### config.mk
export PLATFORM = sky130hd
export DESIGN_NAME = regfile_dump_reader
export DESIGN_NICKNAME = d
export VERILOG_FILES = /design/src/rtl/regfile_dump_reader_pkg.sv /design/src/rtl/regfile_dump_reader_csum.sv /design/src/rtl/regfile_dump_reader.sv
export SDC_FILE = /design/constraint.sdc
export NUM_CORES = 1
export LEC_CHECK = 0
export BUFFER_PORTS_ARGS = -buffer_cell sky130_fd_sc_hd__buf_2
export CAP_MARGIN = 25
export CORE_MARGIN = 3
export CORE_UTILIZATION = 47
export CTS_BUF_LIST = sky130_fd_sc_hd__clkbuf_8
export CTS_CLUSTER_DIAMETER = 80
export CTS_CLUSTER_SIZE = 20
export DETAILED_ROUTE_END_ITERATION = 10
export PLACE_DENSITY = 0.88
export SLEW_MARGIN = 20
export SYNTH_ARGS = -nofsm -noshare
export SYNTH_HDL_FRONTEND = slang
export SYNTH_HIERARCHICAL = 1
export SYNTH_SLANG_ARGS = --single-unit
### constraint.sdc
create_clock -name clk -period 2.22 [get_ports clk]
set_input_delay 0.222 -clock clk [delete_from_list [all_inputs] [get_ports clk]]
set_output_delay 0.222 -clock clk [all_outputs]
set_load 0.1 [all_outputs]
### src/rtl/regfile_dump_reader_pkg.sv
// Shared types and sizes for the register file dump reader.
// REGDUMP_CSUM_EN adds the CSUM state used for the trailing XOR checksum beat.
package regdump_pkg;

   localparam int unsigned REG_IDX_W  = 5;
   localparam int unsigned NUM_REGS   = 32;
   localparam int unsigned DEF_DATA_W = 32;

   typedef enum logic [2:0] {
      IDLE,
      READ,
      SEND,
      FIN
`ifdef REGDUMP_CSUM_EN
      , CSUM
`endif
   } state_t;

endpackage

### src/rtl/regfile_dump_reader_csum.sv
// XOR accumulator over handshaked dump beats; only built with REGDUMP_CSUM_EN.
`ifdef REGDUMP_CSUM_EN
module regdump_csum
   import regdump_pkg::*;
#(
   parameter int unsigned DATA_W = DEF_DATA_W
) (
   input  logic              clk,
   input  logic              rst,
   input  logic              clr,
   input  logic              en,
   input  logic [DATA_W-1:0] din,
   output logic [DATA_W-1:0] acc
);

   always_ff @(posedge clk) begin
      if (rst || clr) begin
         acc <= '0;
      end else if (en) begin
         acc <= acc ^ din;
      end
   end

endmodule
`endif

### src/rtl/regfile_dump_reader.sv
// Sweeps register indices FIRST_REG..LAST_REG through a spare read port and streams (idx, data) beats.
// Optional REGDUMP_CSUM_EN appends an XOR checksum beat at index 31.
module regfile_dump_reader
   import regdump_pkg::*;
#(
   parameter int unsigned FIRST_REG = 0,
   parameter int unsigned LAST_REG  = NUM_REGS - 1,
   parameter int unsigned DATA_W    = DEF_DATA_W
) (
   input  logic                 clk,
   input  logic                 rst,
   input  logic                 start,
   input  logic                 abort,
   output logic                 busy,
   output logic                 done,
   output logic [REG_IDX_W-1:0] rf_raddr,
   input  logic [DATA_W-1:0]    rf_rdata,
   output logic                 out_valid,
   input  logic                 out_ready,
   output logic [REG_IDX_W-1:0] out_idx,
   output logic [DATA_W-1:0]    out_data,
   output logic                 out_last
);

   localparam logic [REG_IDX_W-1:0] FIRST_IDX = REG_IDX_W'(FIRST_REG);
   localparam logic [REG_IDX_W-1:0] LAST_IDX  = REG_IDX_W'(LAST_REG);

   if (LAST_REG < FIRST_REG || LAST_REG > NUM_REGS - 1) begin : g_param_check
      $error("regfile_dump_reader: need FIRST_REG <= LAST_REG <= 31");
   end

   state_t               state;
   logic [REG_IDX_W-1:0] idx;
   logic                 hs;

   assign hs       = out_valid & out_ready;
   assign busy     = (state != IDLE);
   assign done     = (state == FIN);
   assign rf_raddr = (state == READ) ? idx : '0;

`ifdef REGDUMP_CSUM_EN
   logic [DATA_W-1:0] csum_acc;

   regdump_csum #(.DATA_W(DATA_W)) u_csum (
      .clk (clk),
      .rst (rst),
      .clr ((state == IDLE) && start && !abort),
      .en  (hs && (state == SEND)),
      .din (out_data),
      .acc (csum_acc)
   );

   assign out_valid = (state == SEND) || (state == CSUM);
   assign out_last  = (state == CSUM);
`else
   assign out_valid = (state == SEND);
   assign out_last  = (state == SEND) && (idx == LAST_IDX);
`endif

   always_ff @(posedge clk) begin
      if (rst) begin
         state    <= IDLE;
         idx      <= FIRST_IDX;
         out_idx  <= '0;
         out_data <= '0;
      end else if (abort && state != IDLE) begin
         state <= IDLE;
         idx   <= FIRST_IDX;
      end else begin
         case (state)
            IDLE: begin
               if (start && !abort) begin
                  idx   <= FIRST_IDX;
                  state <= READ;
               end
            end
            READ: begin
               out_data <= rf_rdata;
               out_idx  <= idx;
               state    <= SEND;
            end
            SEND: begin
               if (hs) begin
                  if (idx == LAST_IDX) begin
`ifdef REGDUMP_CSUM_EN
                     // accumulator has not yet absorbed this last beat, so fold it in here
                     out_idx  <= REG_IDX_W'(NUM_REGS - 1);
                     out_data <= csum_acc ^ out_data;
                     state    <= CSUM;
`else
                     state <= FIN;
`endif
                  end else begin
                     idx   <= idx + 1'b1;
                     state <= READ;
                  end
               end
            end
`ifdef REGDUMP_CSUM_EN
            CSUM: begin
               if (hs) begin
                  state <= FIN;
               end
            end
`endif
            FIN: begin
               state <= IDLE;
            end
            default: begin
               state <= IDLE;
            end
         endcase
      end
   end

endmodule

==> results of run 1 <==
## metal layers
metal  routed length (µm)  up-vias  GRT usage (%)
li1                     -      851              -
met4                   37        0           4.56
met2                 1950       53           32.1
met3                  305        6           5.23
met1                 1710      758           22.2
met5                    0        -              0
## sequential cells by signal (all words and copies together) (netlist names)
register	flops
idx	5
out_data	32
out_idx	5
state	2
## report_power, final
part	internal (mW)	total (mW)	leakage (nW)	switching, mW
sequential	0.802	0.813	0.356	0.0106
clock	0.248	0.503	0.0510	0.254
combinational	0.0507	0.208	0.604	0.158
## through the flow
step	std cells	utilization, %	power [mW]
2_1_floorplan	210	-	0.987
3_3_place_gp	328	62.5	1.04
3_5_place_dp	328	62.5	1.04
4_1_cts	336	65.2	1.54
5_1_grt	336	65.2	1.58
6_report	336	65.2	1.52
## logic make-up (layout without fill, tap and decap cells)
| family | Yosys count | count (layout) | share of synthesized area, % |
|---|---|---|---|
| muxes | 1 | 1 | 0.574 |
| and+or+nand+nor | 105 | 105 | 29.3 |
| buffers and inverters | 13 | 93 | 4.81 |
| adders and majority gates | 2 | 2 | 1.43 |
| DFF | 44 | 44 | 50.5 |
| AOI/OAI and AO/OA | 45 | 45 | 13.3 |
## worst register-to-register path, cell delays in order (launching register included)
cell       delay, ns
dfxtp_1         0.36
ha_1            0.23
and3_1          0.18
ha_1            0.21
nand4bb_4       0.27
or3_1           0.37
a31oi_1         0.15
## layout by cell type (no fill, tap or decap), types with 2 or more instances in the layout
| master | Yosys | final |
|---|---|---|
| ha_1 | 2 | 2 |
| nand3_1 | 6 | 6 |
| nand2_1 | 75 | 75 |
| nand4b_1 | 2 | 2 |
| buf_4 | 2 | 3 |
| clkbuf_8 | 0 | 6 |
| buf_2 | 4 | 82 |
| a21oi_1 | 42 | 42 |
| clkinv_2 | 0 | 2 |
| nand2b_1 | 3 | 3 |
| and2_1 | 7 | 6 |
| dfxtp_1 | 44 | 44 |
## path summary, 6_finish.rpt
check,startpoint,end,cells after the start
max reg2reg,idx[0],idx[3],6
max,idx[0],out_last,5
min reg2reg,out_data[31],out_data[31],2
min,rf_rdata[25],out_data[25],3
## layout make-up
cell class                      count  area, µm²  area share [%]
Timing Repair Buffer               85        433            19.3
Clock inverter                      2       10.0           0.446
Multi-Input combinational cell    153        781            34.8
Tap cell                           46       57.6            2.56
Sequential cell                    44        881            39.2
Clock buffer                        6       82.6            3.68
==> metrics.cfg, run 1 <==
[yosys]
synthesis.area_um2 = 1740
avgSynthCellArea_um2 = 8.31
async_flop_share_pct = 0
synthesis.instances = 210
yosys-top-cells-area = dfxtp_1, nand2_1, a21oi_1
seq_area_frac_synth_pct = 50.5
synth_top_area_share_pct = 50.5
yosys_warnings = 6
synth_seq_cells = 44
synth_area_leader_cell = dfxtp_1
synth_common_cells = nand2_1, dfxtp_1, a21oi_1
synth_fp_nets = 249
synth_flop_cell = dfxtp_1
synth_edf_count = 0
synth.most_common_cell = nand2_1
synth.distinct_cells = 28

[critical_path]
crit_required_ns = 2.00
critPathBufInv = 1
slowest_stage = dfxtp_1
critPathArrivalTime_ns = 1.81
r2r_setup_slack_ns = 0.38
critPathMostFrequentCell = ha_1
start_kind = flop
crit_path_max_fanout = 6
cpPeakStageDelay_ns = 0.41
critPathTopFamily = flip-flops
critical_path_class = reg -> out
crit_chain = ha_1, and3_1, ha_1, and2_2, buf_2
worst_setup_path_end_kind = primary output

[die]
die_area_um2 = 4480
initial_core_util_pct = 50.7
ios = 83
die_width_um = 66.9
coreArea_um2 = 3440
die_h_um = 66.9
row_count = 21

[global_routing]
grt_max_degree = 40
grt_pass1_vias = 1491
grt_pass1_wl_um = 6400
grt_overflow = 0
antenna_found_initial = 0
grt_usage_pct = 18.4

[sta]
grt_setup_unrepaired = false
tns_ns = 0
fin_worst_skew_ns = 0.00644
slew_headroom_pct = 54.9
timing.hold.ws_ns = 0.164
setup_slack_ns = 0.186
fmax_mhz = 492
min_period_ns = 2.03
drv_slew = 0
setup_viol_count_final = 0
hold_viol_final = 0
fin_crit_sh_pct = 91.6
tightestPinTransition_ns = 0.677

[finish]
nNetsFinal = 328
area_growth_pct = 28.7
antennaDiodeCount = 0
drive_above_1_share_pct = 33.4
n_fill_cell = 312
design_area_um2 = 2240

[place]
routabilityCongestion = 0.841
port_buffers = 82
post-place-ws_ns = 0.387
dpl_cell_area_um2 = 2150
dp_hpwl_um = 2820

[clock_network]
clk_path_buf_depth = 2
cts_root_buf = clkbuf_8
htreeDepth = 2
cts_tree = yes
postCtsSetupBuffers = 0
ctsHoldBuffers = 0
cts_sinks = 44
numCtsBuffers = 5
clkTransAtPathRegs_ns = 0.08
cts_resized = 0
clk_latency_ns = 0.29

[power_and_ir_drop]
powerDensity_nw_per_um2 = 679
p_leak_nw = 1.01
peakVddDrop_mv = 0.342

[drt]
ant_nets = 0
vias_per_cell = 4.96
drcViolationCount = 0
routedWlPerCell_um = 11.9
drtIter0Drc = 89
routed_wirelength_um = 4010
vias = 1668
drt_first_pass_iters = 4

[job]
maxCapViolations = 0

[status]
status = complete, no violations

[hold_path]
min_path_type = in -> reg

Note: power is estimated with default switching activity, not from simulation.
==> run 2, diff against run 1 <==
Settings changed: ABC_AREA set to 1, CORE_UTILIZATION 47 to 48, PLACE_DENSITY 0.88 to 0.89, SYNTH_HIERARCHICAL 1 to not set.
==> run 2 against run 1 <==
Non-clock buffer count decreased by 2. Clock skew fell by 0.0027 ns. Final cell count grew 8.3%. Fmax up 0.82%. Sequential power increased by 3.9%. Worst hold slack better by 0.036 ns. Sequential share of layout area shrank 1.2 points. Flip-flop and latch count is the same. Largest cell class unchanged.
==> metrics.cfg, run 2 <==
[hold_path]
min_from = rf_rdata[4]  ; was rf_rdata[25]
min_path_type = in -> reg  ; unchanged
holdPathStages = 3  ; unchanged
min_to = out_data[4]  ; was out_data[25]

[yosys]
synth_edf_count = 0  ; unchanged
synth_top_area_share_pct = 48.2  ; was 50.5%
synth.distinct_cells = 22  ; was 28
async_flop_share_pct = 0  ; unchanged
yosys_warnings = 0  ; was 6
avgSynthCellArea_um2 = 7.61  ; was 8.31 µm²
synthesis.area_um2 = 1830  ; was 1740 µm²
synth.most_common_cell = inv_1  ; was nand2_1
synthesis.instances = 240  ; was 210
yosys-top-cells-area = dfxtp_1, a21oi_1, inv_1  ; was dfxtp_1, nand2_1, a21oi_1
seq_area_frac_synth_pct = 48.2  ; was 50.5%
synth_common_cells = inv_1, dfxtp_1, a21oi_1  ; was nand2_1, dfxtp_1, a21oi_1
synth_fp_nets = 279  ; was 249
synth_area_leader_cell = dfxtp_1  ; unchanged
synth_seq_cells = 44  ; unchanged
synth_flop_cell = dfxtp_1  ; unchanged

[critical_path]
r2r_setup_slack_ns = 0.59  ; was 0.38 ns
worst_setup_path_end_kind = primary output  ; unchanged
critPathTopFamily = buffers and inverters  ; was flip-flops
cpPeakStageDelay_ns = 0.42  ; was 0.41 ns
cp.depth = 7  ; was 5
crit_path_max_fanout = 4  ; was 6
r2r_start = state[0]  ; was idx[0]
r2r_end = out_data[17]  ; was idx[3]
start_kind = flop  ; unchanged
critPathBufInv = 2  ; was 1
slowest_stage = buf_2  ; was dfxtp_1
critical_path_class = reg -> out  ; unchanged
crit_required_ns = 2.00  ; about the same
ff2ff_path_depth = 4  ; was 6
critPathArrivalTime_ns = 1.80  ; was 1.81 ns
crit_chain = ha_1, nand2_1, nor2_1, ha_1, nand2_1, inv_1, buf_2  ; was ha_1, and3_1, ha_1, and2_2, buf_2

[drt]
routedWlPerCell_um = 10.9  ; was 11.9 µm
routed_wirelength_um = 3960  ; was 4010 µm
drtIter0Drc = 77  ; was 89
vias = 1704  ; was 1668
top_layer = met5  ; was met4
vias_per_cell = 4.68  ; was 4.96
drt-met1-wl_um = 1760  ; was 1710 µm
drt_first_pass_iters = 4  ; unchanged
drcViolationCount = 0  ; unchanged
wl_met3_um = 352  ; was 305 µm
routed-wl-met2_um = 1840  ; was 1950 µm
ant_nets = 0  ; unchanged

[clock_network]
postCtsSetupBuffers = 0  ; unchanged
clk_latency_ns = 0.28  ; was 0.29 ns
cts_sinks = 44  ; unchanged
numCtsBuffers = 5  ; unchanged
cts_tree = yes  ; unchanged
clkTransAtPathRegs_ns = 0.07  ; was 0.08 ns
htreeDepth = 2  ; unchanged
clk_path_buf_depth = 2  ; unchanged
ctsHoldBuffers = 0  ; unchanged
cts_resized = 0  ; unchanged
cts_root_buf = clkbuf_8  ; unchanged

[die]
die_h_um = 67.7  ; was 66.9 µm
coreArea_um2 = 3490  ; was 3440 µm²
die_width_um = 67.7  ; was 66.9 µm
ios = 83  ; unchanged
row_count = 21  ; unchanged
die_area_um2 = 4580  ; was 4480 µm²
initial_core_util_pct = 52.3  ; was 50.7%

[finish]
top_regs = out_data (32), idx (5), out_idx (5)  ; unchanged
largest_reg_flops = 32  ; unchanged
design_area_um2 = 2320  ; was 2240 µm²
fin_util_pct = 66.3  ; was 65.2%
area_growth_pct = 26.9  ; was 28.7%
antennaDiodeCount = 0  ; unchanged
top_register = out_data  ; unchanged
nNetsFinal = 357  ; was 328
final_cells = 364  ; was 336
drive_above_1_share_pct = 31.8  ; was 33.4%
final_common_cell = buf_2  ; unchanged
mostFrequentLayoutCells = buf_2, inv_1, dfxtp_1  ; was buf_2, nand2_1, dfxtp_1

[global_routing]
grt_pass1_vias = 1439  ; was 1491
grt_usage_pct = 16.9  ; was 18.4%
antenna_found_initial = 1  ; was 0
grt_overflow = 0  ; unchanged
grt_pass1_wl_um = 5920  ; was 6400 µm
grt_max_degree = 55  ; was 40

[place]
dp_hpwl_um = 2920  ; was 2820 µm
routabilityCongestion = 0.870  ; was 0.841
post-place-ws_ns = 0.518  ; was 0.387 ns
dp_cells = 357  ; was 328
port_buffers = 82  ; unchanged
dpl_cell_area_um2 = 2220  ; was 2150 µm²

[sta]
tns_ns = 0  ; unchanged
setup_viol_count_final = 0  ; unchanged
fin_worst_skew_ns = 0.00372  ; was 0.00644 ns
hold_viol_final = 0  ; unchanged
setup_slack_ns = 0.202  ; was 0.186 ns
drv_slew = 0  ; unchanged
fmax_mhz = 496  ; was 492 MHz
min_period_ns = 2.02  ; was 2.03 ns
fin_crit_sh_pct = 90.9  ; was 91.6%
tightestPinTransition_ns = 0.581  ; was 0.677 ns
grt_setup_unrepaired = false  ; unchanged
slew_headroom_pct = 61.2  ; was 54.9%

[power_and_ir_drop]
powerDensity_nw_per_um2 = 762  ; was 679 nW/µm²
peakVddDrop_mv = 0.450  ; was 0.342 mV
p_leak_nw = 1.13  ; was 1.01 nW

[job]
maxCapViolations = 0  ; unchanged

[status]
status = complete, no violations  ; unchanged

-- run 2: worst max path at each step --
stage	startpoint	end	slack, ns
2_1_floorplan	state[0]	rf_raddr[0]	0.07
3_3_place_gp	idx[0]	out_last	0.56
3_5_place_dp	idx[0]	out_last	0.52
4_1_cts	idx[0]	out_last	0.19
5_1_grt	idx[0]	out_last	0.04
6_report	idx[0]	out_last	0.20
-- run 2: worst register-to-register path: stages, from the launching register on --
cell     delay [ns]
dfxtp_1        0.52
nand3_2        0.40
buf_12         0.34
o21ai_1        0.19
a21oi_1        0.06
-- run 2: cells by family after synthesis --
logic type | count (synthesis) | share of synthesized area, %
fa+ha+maj | 2 | 1.37
compound gates | 82 | 23.2
flops | 44 | 48.2
buf+inv | 68 | 16.6
simple gates | 44 | 10.7
-- run 2: final cells by class --
cell class	count	area, µm²
clock buffer	7	96.3
fill	323	1180
inverter	56	210
multi-input combinational	128	643
sequential	44	881
tap	46	57.6
timing repair buffer	83	430
-- run 2: routing by layer --
metal  global-route usage (%)  up-vias
met5                        0        -
met4                     3.04        2
met2                     29.9       60
met3                     7.15        2
li1                         -      910
met1                     18.9      730
-- run 2: power breakdown --
group	switching (mW)	internal, mW
registers	0.0209	0.825
clock network	0.235	0.277
logic	0.326	0.0834
total	0.583	1.18
-- run 2: metrics by stage --
stage / power (mW) / hold slack (ns)
floorplan: 1.20 / 0.396
global route: 1.85 / 0.196
detailed placement: 1.27 / 0.433
finish: 1.77 / 0.199
global placement: 1.27 / 0.429
CTS: 1.79 / 0.189
==> run 3, diff against run 2 <==
Settings changed: REMOVE_ABC_BUFFERS set to 1.
==> run 3 against run 2 <==
Combinational power about the same. Critical endpoint unchanged. Critical path depth unchanged. Via count down 0.82%. Final cell count up 0.27%. Worst hold slack worse by 0.0017 ns. Worst setup slack better by 0.0049 ns. Largest power group unchanged. Sequential share of layout area down 0.18 points. Clock skew down 0.00079 ns. Count of clock-buffer cells in the layout down 2. Utilization up 0.32 points. Clock power up 12%. Register-to-register slack about the same.
==> metrics.cfg, run 3 (synthesized netlist as in run 2, its figures left out) <==
[status]
status = complete, no violations  ; unchanged

[power_and_ir_drop]
power_frac_comb_pct = 22.4  ; was 23.2%
power_frac_seq_pct = 46.2  ; was 47.8%
p_total_mw = 1.83  ; was 1.77 mW
peakVddDrop_mv = 0.424  ; was 0.450 mV
powerDensity_nw_per_um2 = 786  ; was 762 nW/µm²
p_int_mw = 1.24  ; was 1.18 mW
p_leak_nw = 1.14  ; was 1.13 nW
switchingPower_mw = 0.594  ; was 0.583 mW
clock_power_share_pct = 31.4  ; was 29.0%
swShare_pct = 32.4  ; was 33.0%

[finish]
drive_above_1_share_pct = 31.7  ; was 31.8%
top_regs = out_data (32), idx (5), out_idx (5)  ; unchanged
nNetsFinal = 357  ; unchanged
largest_reg_flops = 32  ; unchanged
fin_util_pct = 66.7  ; was 66.3%
antennaDiodeCount = 0  ; unchanged
area_growth_pct = 27.5  ; was 26.9%
final_common_cell = buf_2  ; unchanged
top_register = out_data  ; unchanged
mostFrequentLayoutCells = buf_2, inv_1, dfxtp_1  ; unchanged
n_fill_cell = 313  ; was 323

[sta]
fin_worst_skew_ns = 0.00294  ; was 0.00372 ns
fmax_mhz = 497  ; was 496 MHz
min_period_ns = 2.01  ; was 2.02 ns
drv_slew = 0  ; unchanged
tns_ns = 0  ; unchanged
tightestPinTransition_ns = 0.558  ; was 0.581 ns
grt_setup_unrepaired = false  ; unchanged
fin_crit_sh_pct = 90.7  ; was 90.9%
slew_headroom_pct = 62.7  ; was 61.2%
hold_viol_final = 0  ; unchanged
setup_viol_count_final = 0  ; unchanged

[place]
dp_hpwl_um = 2940  ; was 2920 µm
routabilityCongestion = 0.825  ; was 0.870
port_buffers = 82  ; unchanged

[critical_path]
r2r_setup_slack_ns = 0.60  ; was 0.59 ns
crit_chain = ha_1, nand2_1, nor2_1, ha_1, nand2_1, inv_1, buf_2  ; unchanged
start_kind = flop  ; unchanged
r2r_end = idx[4]  ; was out_data[17]
crit_path_max_fanout = 4  ; unchanged
r2r_start = idx[0]  ; was state[0]
worst_setup_path_end_kind = primary output  ; unchanged
slowest_stage = buf_2  ; unchanged
critical_path_class = reg -> out  ; unchanged
cp.depth = 7  ; unchanged
critPathArrivalTime_ns = 1.79  ; was 1.80 ns
ff2ff_path_depth = 8  ; was 4
critPathBufInv = 2  ; unchanged
crit_required_ns = 2.00  ; about the same
critPathTopFamily = buffers and inverters  ; unchanged
cpPeakStageDelay_ns = 0.41  ; was 0.42 ns

[clock_network]
cts_tree = yes  ; unchanged
clk_latency_ns = 0.28  ; about the same
ctsHoldBuffers = 0  ; unchanged
numCtsBuffers = 5  ; unchanged
cts_resized = 0  ; unchanged
postCtsSetupBuffers = 0  ; unchanged
htreeDepth = 2  ; unchanged
clkTransAtPathRegs_ns = 0.08  ; was 0.07 ns
cts_sinks = 44  ; unchanged
cts_root_buf = clkbuf_8  ; unchanged
clk_path_buf_depth = 2  ; unchanged

[hold_path]
min_path_type = in -> reg  ; unchanged
holdPathStages = 3  ; unchanged
min_from = rf_rdata[17]  ; was rf_rdata[4]
min_to = out_data[17]  ; was out_data[4]

[die]
row_count = 21  ; unchanged
die_width_um = 67.7  ; unchanged
ios = 83  ; unchanged
die_area_um2 = 4580  ; unchanged
die_h_um = 67.7  ; unchanged
coreArea_um2 = 3490  ; unchanged
initial_core_util_pct = 52.3  ; unchanged

[job]
maxCapViolations = 0  ; unchanged

[global_routing]
grt_pass1_wl_um = 5960  ; was 5920 µm
antenna_found_initial = 0  ; was 1
grt_usage_pct = 17.1  ; was 16.9%
grt_overflow = 0  ; unchanged
grt_pass1_vias = 1410  ; was 1439
grt_max_degree = 75  ; was 55

[drt]
drt_first_pass_iters = 4  ; unchanged
ant_nets = 0  ; unchanged
drtIter0Drc = 46  ; was 77
routed_wirelength_um = 3920  ; was 3960 µm
vias = 1690  ; was 1704
vias_per_cell = 4.63  ; was 4.68
drcViolationCount = 0  ; unchanged
routedWlPerCell_um = 10.7  ; was 10.9 µm

[run 3: cell count changes in the layout (fill, tap and decap cells not counted), sizes merged]
cell	delta
bufinv	+1
clkbuf	-2
clkinv	+1
inv	+1
[run 3: worst max-delay path by stage]
stage | startpoint | endpoint | slack (ns)
after floorplan | state[0] | rf_raddr[0] | 0.07
after global placement | idx[0] | out_last | 0.57
after detailed placement | idx[0] | out_last | 0.53
after CTS | idx[0] | out_last | 0.19
after global routing | idx[0] | out_last | 0.06
final | idx[0] | out_last | 0.21
[run 3: power by group through the flow]
stage / combinational [mW] / sequential, mW / clock, mW
after CTS: 0.412 / 0.846 / 0.593
final: 0.410 / 0.846 / 0.575
after floorplan: 0.125 / 1.06 / 0
after detailed placement: 0.411 / 0.865 / 0
after global routing: 0.435 / 0.850 / 0.635
after global placement: 0.406 / 0.863 / 0
[run 3: cell type report]
class                      instances  area (µm²)  share of cell area [%]
timing repair buffer              83         430                    18.5
clock buffer                       5        68.8                    2.95
tap                               46        57.6                    2.47
inverter                          56         210                    9.02
sequential                        44         881                    37.8
clock inverter                     3        38.8                    1.66
multi-input combinational        128         643                    27.6
[run 3: stage by stage]
step | setup slack, ns | instance area, µm² | std cells | hold WS [ns]
after floorplan | 0.0723 | 1730 | 228 | 0.398
after detailed placement | 0.527 | 2220 | 357 | 0.434
final | 0.207 | 2330 | 365 | 0.198
after CTS | 0.195 | 2330 | 365 | 0.194
after global routing | 0.0608 | 2330 | 365 | 0.207
after global placement | 0.567 | 2220 | 357 | 0.430
[run 3: layer usage]
layer / wire length (µm) / vias to the layer above / part of all wire, % / track usage, %
li1: - / 911 / - / -
met3: 332 / 4 / 8.5 / 5.49
met4: 29 / 0 / 0.74 / 4.56
met1: 1670 / 716 / 43 / 18.2
met2: 1890 / 59 / 48 / 32.0
met5: 0 / - / 0 / 0
[run 3: tightest hold or removal path: stages]
cell and delay (ns):
buf_2 0.08, o21ai_1 0.05, a21oi_1 0.09
